==> src/rtl/pt_check.sv <==
// pt_check: scans a length-prefixed plaintext buffer and reports whether every byte is printable.
// Latency: 2L+2 cycles from start to rdy for a full pass; 2k+2 cycles when byte k fails.
// Backpressure: en is accepted only while rdy=1; en seen while busy is dropped, not queued.
//
// Ports:
//   clk        single clock, rising edge
//   rst_n      asynchronous active-low reset
//   en         start request, honoured only with rdy=1
//   rdy        idle / able to accept a start
//   pt_addr    registered read address into the plaintext RAM (read-only access)
//   pt_rddata  RAM read data, valid two edges after pt_addr changes
//   key_valid  last completed scan found only printable bytes
//   bad_addr   address of the first failing byte of the last scan, 0 if none
module pt_check #(
    parameter logic [7:0] LO_CHAR = 8'h20,
    parameter logic [7:0] HI_CHAR = 8'h7E
) (
    input  logic       clk,
    input  logic       rst_n,
    input  logic       en,
    output logic       rdy,
    output logic [7:0] pt_addr,
    input  logic [7:0] pt_rddata,
    output logic       key_valid,
    output logic [7:0] bad_addr
);

    // RD_* is the cycle in which the RAM registers the new address;
    // WAIT_* is the cycle whose closing edge samples the returned data.
    typedef enum logic [2:0] {
        IDLE      = 3'd0,
        RD_LEN    = 3'd1,
        WAIT_LEN  = 3'd2,
        RD_BYTE   = 3'd3,
        WAIT_BYTE = 3'd4
    } state_t;

    state_t     state_q, state_d;
    logic [7:0] addr_q,  addr_d;
    logic [7:0] len_q,   len_d;
    logic       kv_q,    kv_d;
    logic [7:0] bad_q,   bad_d;

    logic       byte_ok;

    // Unsigned window compare; 8'h80 and above fail rather than looking negative.
    assign byte_ok = (pt_rddata >= LO_CHAR) && (pt_rddata <= HI_CHAR);

    always_comb begin
        state_d = state_q;
        addr_d  = addr_q;
        len_d   = len_q;
        kv_d    = kv_q;
        bad_d   = bad_q;

        case (state_q)
            IDLE: begin
                if (en) begin
                    state_d = RD_LEN;
                    addr_d  = 8'd0;
                    kv_d    = 1'b0;
                    bad_d   = 8'd0;
                end
            end

            RD_LEN: begin
                state_d = WAIT_LEN;
            end

            WAIT_LEN: begin
                len_d = pt_rddata;
                if (pt_rddata == 8'd0) begin
                    // Empty message is trivially printable.
                    state_d = IDLE;
                    kv_d    = 1'b1;
                end else begin
                    addr_d  = 8'd1;
                    state_d = RD_BYTE;
                end
            end

            RD_BYTE: begin
                state_d = WAIT_BYTE;
            end

            WAIT_BYTE: begin
                if (!byte_ok) begin
                    // Early abort: remaining bytes are never fetched.
                    state_d = IDLE;
                    kv_d    = 1'b0;
                    bad_d   = addr_q;
                end else if (addr_q == len_q) begin
                    // Last byte: address parks at L, so L=255 never wraps to 0.
                    state_d = IDLE;
                    kv_d    = 1'b1;
                end else begin
                    addr_d  = addr_q + 8'd1;
                    state_d = RD_BYTE;
                end
            end

            default: begin
                state_d = IDLE;
            end
        endcase
    end

    always_ff @(posedge clk or negedge rst_n) begin
        if (!rst_n) begin
            state_q <= IDLE;
            addr_q  <= 8'd0;
            len_q   <= 8'd0;
            kv_q    <= 1'b0;
            bad_q   <= 8'd0;
        end else begin
            state_q <= state_d;
            addr_q  <= addr_d;
            len_q   <= len_d;
            kv_q    <= kv_d;
            bad_q   <= bad_d;
        end
    end

    // rdy decodes straight from the state register, so reset forces it high at once.
    assign rdy       = (state_q == IDLE);
    assign pt_addr   = addr_q;
    assign key_valid = kv_q;
    assign bad_addr  = bad_q;

`ifndef SYNTHESIS
    // Byte fetches stay within 1..L.
    a_addr_in_range: assert property (@(posedge clk) disable iff (!rst_n)
        (state_q == RD_BYTE || state_q == WAIT_BYTE) |-> (addr_q != 8'd0 && addr_q <= len_q));

    // Results are frozen while idle unless a new scan is starting.
    a_result_stable: assert property (@(posedge clk) disable iff (!rst_n)
        (state_q == IDLE && !en) |=> ($stable(kv_q) && $stable(bad_q)));
`endif

endmodule

==> config.mk <==
export PLATFORM = sky130hd
export DESIGN_NAME = pt_check
export DESIGN_NICKNAME = d
export VERILOG_FILES = /design/src/rtl/pt_check.sv
export SDC_FILE = /design/constraint.sdc
export NUM_CORES = 1
export LEC_CHECK = 0
export BUFFER_PORTS_ARGS = -buffer_cell sky130_fd_sc_hd__buf_2
export CORE_ASPECT_RATIO = 0.5
export CORE_UTILIZATION = 50
export DETAILED_ROUTE_END_ITERATION = 8
export GPL_ROUTABILITY_DRIVEN = 1
export PLACE_DENSITY = 0.78
export SLEW_MARGIN = 20
export SYNTH_ARGS = -nofsm -noshare
export SYNTH_HDL_FRONTEND = slang
export SYNTH_SLANG_ARGS = --single-unit
==> constraint.sdc <==
create_clock -name clk -period 5.15 [get_ports clk]
set_input_delay 0.515 -clock clk [delete_from_list [all_inputs] [get_ports clk]]
set_output_delay 0.515 -clock clk [all_outputs]
set_load 0.03 [all_outputs]
[Word-level counts from Yosys, hierarchy flattened]
Cells that the tools add are included.
Storage, ports and cells
  memory bits (read-only): 0
  output and inout port bits: 18
  memories: 0
  word-level logic and storage cells: 45
  latch bits: 0
  register bits after elaboration: 28
  RAM bits: 0
Operators by class
  shift-type cells: 0
  reduce and logical (&&, ||, !) cells: 8
  bitwise logic cells: 0
  multiplexer cells: 17
  divide/modulo/power cells: 0
  eq/ne operators: 12
  multipliers: 0
  add/sub/neg operators: 1
  order comparisons: 2
Operators by type and width (count)
  two-way mux 8 bit: 5
  one-hot mux 8 bit (3 select lines): 1
  one-hot mux 8 bit (2 select lines): 1
  one-hot mux 3 bit (5 select lines): 1
  != test 2 bit, second input constant: 6
  adder 8 x 1 -> 8 bit, second input constant: 1
  equality test 8 bit: 1
  greater-or-equal comparator 8 x 6 -> 1 bit, second input constant: 1
  <= comparator 8 x 7 -> 1 bit, second input constant: 1
  logical NOT 8 bit: 1
  equality test 3 x 2 -> 1 bit, second input constant: 2
  two-way mux 2 bit: 3
  AND reduction 5 bit: 1
  two-way mux 1 bit: 4
  AND reduction 4 bit: 1
  equality test 3 x 1 -> 1 bit, second input constant: 1
  equality test 3 bit, second input constant: 1
  logical NOT 3 bit: 1
  two-way mux 3 bit: 1
  != test 3 bit, second input constant: 1
  one-hot mux 1 bit (3 select lines): 1
  AND reduction 3 bit: 1
  nonzero test 3 bit: 1
  nonzero test 2 bit: 1
  logical AND 1 bit: 1

[Longest topological paths before layout]
  depth after elaboration: 4
  gate-level depth with buffers: 7

[Worst setup path before layout]
OpenSTA, ideal clock, no wires.
  kind: register -> register
  from: register addr_q[6] (netlist: pt_addr[6])
  to: register addr_q[0] (netlist: pt_addr[0])
  cell stages (with the launch flop): 7
  path slack: 3191 ps
  setup time: 127 ps
  arrival: 1832 ps
  path through: dfrtp_1 xor2_1 nor4_1 a211o_1 buf_4 nand2_2 mux2_1
On the way
  longest elaborated chain between the ends: 3
RTL lines
  start: declaration: line 39  | logic [7:0] addr_q, addr_d;
  start signal: assignment: line 117  | addr_q <= addr_d;
  equality test 8 bit: line 92  | end else if (addr_q == len_q) begin
  != test 2 bit (no line)
  AND reduction 5 bit (no line)
No other way between the ends.
A chain may end at the register's enable or synchronous reset.

[Worst setup path in the final report]
Same ends and word-level chain as after synthesis.

==> impl_metrics.py <==
metrics = {
    "outcome": {
        "outcome": "completed",
    },
    "yosys": {
        "syn_area_sq_um": 1370,
        "synth.top_cell.area_share_pct": 51.0,
        "synth-seq-cells": 28,
        "netlist_top_cells_area": "dfrtp_1, mux2_2, nand2_1",
        "avgSynthCellArea_sq_um": 10.4,
        "synth_seq_area_share_pct": 51.0,
        "synth_edf_count": 0,
        "syn_nets": 144,
        "synth_cell_types": 38,
        "async_reset_ff_share_pct": 100,
        "syn_inst": 132,
        "ys_warn_count": 0,
        "synth_top_area_cell": "dfrtp_1",
        "synth_flop_cell": "dfrtp_1",
    },
    "grt": {
        "gr-usage-all-layers_pct": 22.4,
        "grt_pass1_vias": 972,
        "grt_overflow": 0,
        "antenna_found_initial": 0,
        "grt_pass1_wl_microns": 4780,
        "grt_max_degree": 29,
    },
    "critical_path": {
        "setup.worst_path.class": "reg2reg",
        "rr_worst_depth": 5,
        "arrival_ps": 2310,
        "rr_startpoint": "pt_addr[6]",
        "crit_required_ps": 5320,
        "end_kind": "register",
        "critPathLaunchType": "register",
        "crit_fanout": 13,
        "r2r_end": "pt_addr[0]",
        "rrSetupSlack_ps": 3010,
    },
    "routing": {
        "vias_per_cell": 5.58,
        "postRouteAntennaNets": 0,
        "drtPass1Iterations": 5,
        "vias": 1093,
        "wl_per_cell_microns": 14.5,
        "drt_iter0_markers": 45,
        "wirelength_microns": 2840,
        "drcViolationCount": 0,
    },
    "pwr": {
        "p_clk_share_pct": 18.6,
        "p_switching_mw": 0.268,
        "seq_power_share_pct": 45.2,
        "peakVddDrop_mv": 0.274,
        "p_leak_nw": 0.751,
        "total_power_mw": 0.734,
        "p_int_mw": 0.466,
        "combinationalPowerShare_pct": 36.2,
        "powerDensity_nw_per_um2": 458,
        "swShare_pct": 36.5,
    },
    "cells_and_area": {
        "ff_latch_area_sq_um": 701,
        "layout_common_cells": "dfrtp_1, buf_2, nand2_1, o21ai_0",
        "antenna_cells": 0,
        "final_util_pct": 66.7,
        "final_nets": 174,
        "drive_gt1_share_pct": 28.0,
        "fillers": 207,
        "final_area_sq_um": 1600,
        "final_cells": 196,
        "multi_input_area_sq_um": 633,
        "area_delta_synth_final_pct": 16.8,
    },
    "sta": {
        "tightestPinTransition_ps": 921,
        "drv_slew": 0,
        "slew_headroom_pct": 38.5,
        "fin_crit_sh_pct": 41.5,
        "hold_viol_final": 0,
        "setup_viol": 0,
        "worst_slack_ps": 3010,
        "period_minus_slack_ps": 2140,
        "tns_ps": 0,
        "max_freq_ghz": 0.468,
        "fin_worst_skew_ps": 3.63,
        "rsz0062_at_grt": "no",
        "hold_slack_ps": 234,
    },
    "floorplanning": {
        "fp.dieW_microns": 76.1,
        "fp.coreArea_sq_um": 2400,
        "die_y_microns": 39.1,
        "initial_core_util_pct": 57.1,
        "io_pins": 29,
        "dieArea_sq_um": 2970,
        "row_count": 12,
    },
    "min_path": {
        "worstHoldPathType": "in2async",
    },
    "clock_network": {
        "postCtsSetupBuffers": 0,
        "cts_max_path_buffers": 2,
        "cts_buffers": 3,
        "ctsHoldBuffers": 0,
        "clock-sinks": 28,
        "clk_pin_slew_ps": 90,
        "post_cts_resized": 0,
        "clock_latency_ps": 270,
        "root_buffer": "clkbuf_8",
        "htreeDepth": 1,
        "cts_tree": "built",
    },
    "placement": {
        "port_buffers": 28,
        "globalplace.congestion": 0.793,
        "place_area_sq_um": 1550,
        "placed_cells": 192,
        "dp_hpwl_microns": 2140,
        "dp_slack_ps": 2920,
    },
    "run": {
        "maxCapViolations": 0,
    },
}
-- layer usage --
layer	global-route usage, %	part of all wire (%)
met1	29.5	50
met2	36.6	45
met3	6.59	4.9
met4	7.21	0.67
met5	0	0
-- critical path: stages, from the launching register on --
cell and delay (ps):
dfrtp_1 480, xor2_1 190, nor4_1 510, a211o_1 440, nand2_2 90, mux2_1 310
-- synthesized netlist by cell type (all sizes together), types with 2 or more instances --
master / instances
nand2: 21
xnor2: 2
or4: 3
or3: 2
a2111oi: 2
mux2: 9
nor2: 5
nand2b: 2
dfrtp: 28
o31ai: 3
o21ai: 12
xor2: 8
nor3b: 2
a21oi: 3
nor4: 2
o21bai: 2
inv: 4
clkbuf: 3
buf: 2
nand4: 2
nand3: 3
-- worst max path at each step --
stage | from | end | cells past startpoint
2_1_floorplan | pt_addr[6] | pt_addr[0] | 6
3_3_place_gp | pt_rddata[5] | bad_addr[5] | 5
3_5_place_dp | pt_rddata[5] | pt_addr[7] | 6
4_1_cts | pt_addr[6] | pt_addr[0] | 5
5_1_grt | pt_addr[6] | pt_addr[0] | 5
6_report | pt_addr[6] | pt_addr[0] | 5
-- state kept, by name, summed over array words and instances (netlist names) --
| register | flops |
|---|---|
| len_q | 8 |
| pt_addr | 8 |
| bad_addr | 8 |
| state_q | 3 |
| key_valid | 1 |
-- area by class of cell --
type | instances | area share (%)
inverters | 4 | 0.937
clock buffers | 4 | 3.43
well taps | 35 | 2.73
repair buffers | 30 | 9.68
multi-input cells | 95 | 39.5
flip-flops and latches | 28 | 43.7
-- cells by family after synthesis --
family / Yosys count / synth area share [%]
simple gates: 45 / 16.9
compound gates: 30 / 14.6
flops: 28 / 51.0
xor+xnor: 10 / 6.38
buf+inv: 9 / 2.83
mux: 9 / 7.38
fa+ha+maj: 1 / 0.911
-- power by group through the flow --
stage	clock (mW)	sequential, mW	combinational [mW]
after floorplan	0	0.330	0.204
after global placement	0	0.337	0.261
after detailed placement	0	0.338	0.266
after CTS	0.139	0.333	0.267
after global routing	0.145	0.344	0.296
final	0.136	0.332	0.266
Note: power is estimated with default switching activity, not from simulation.
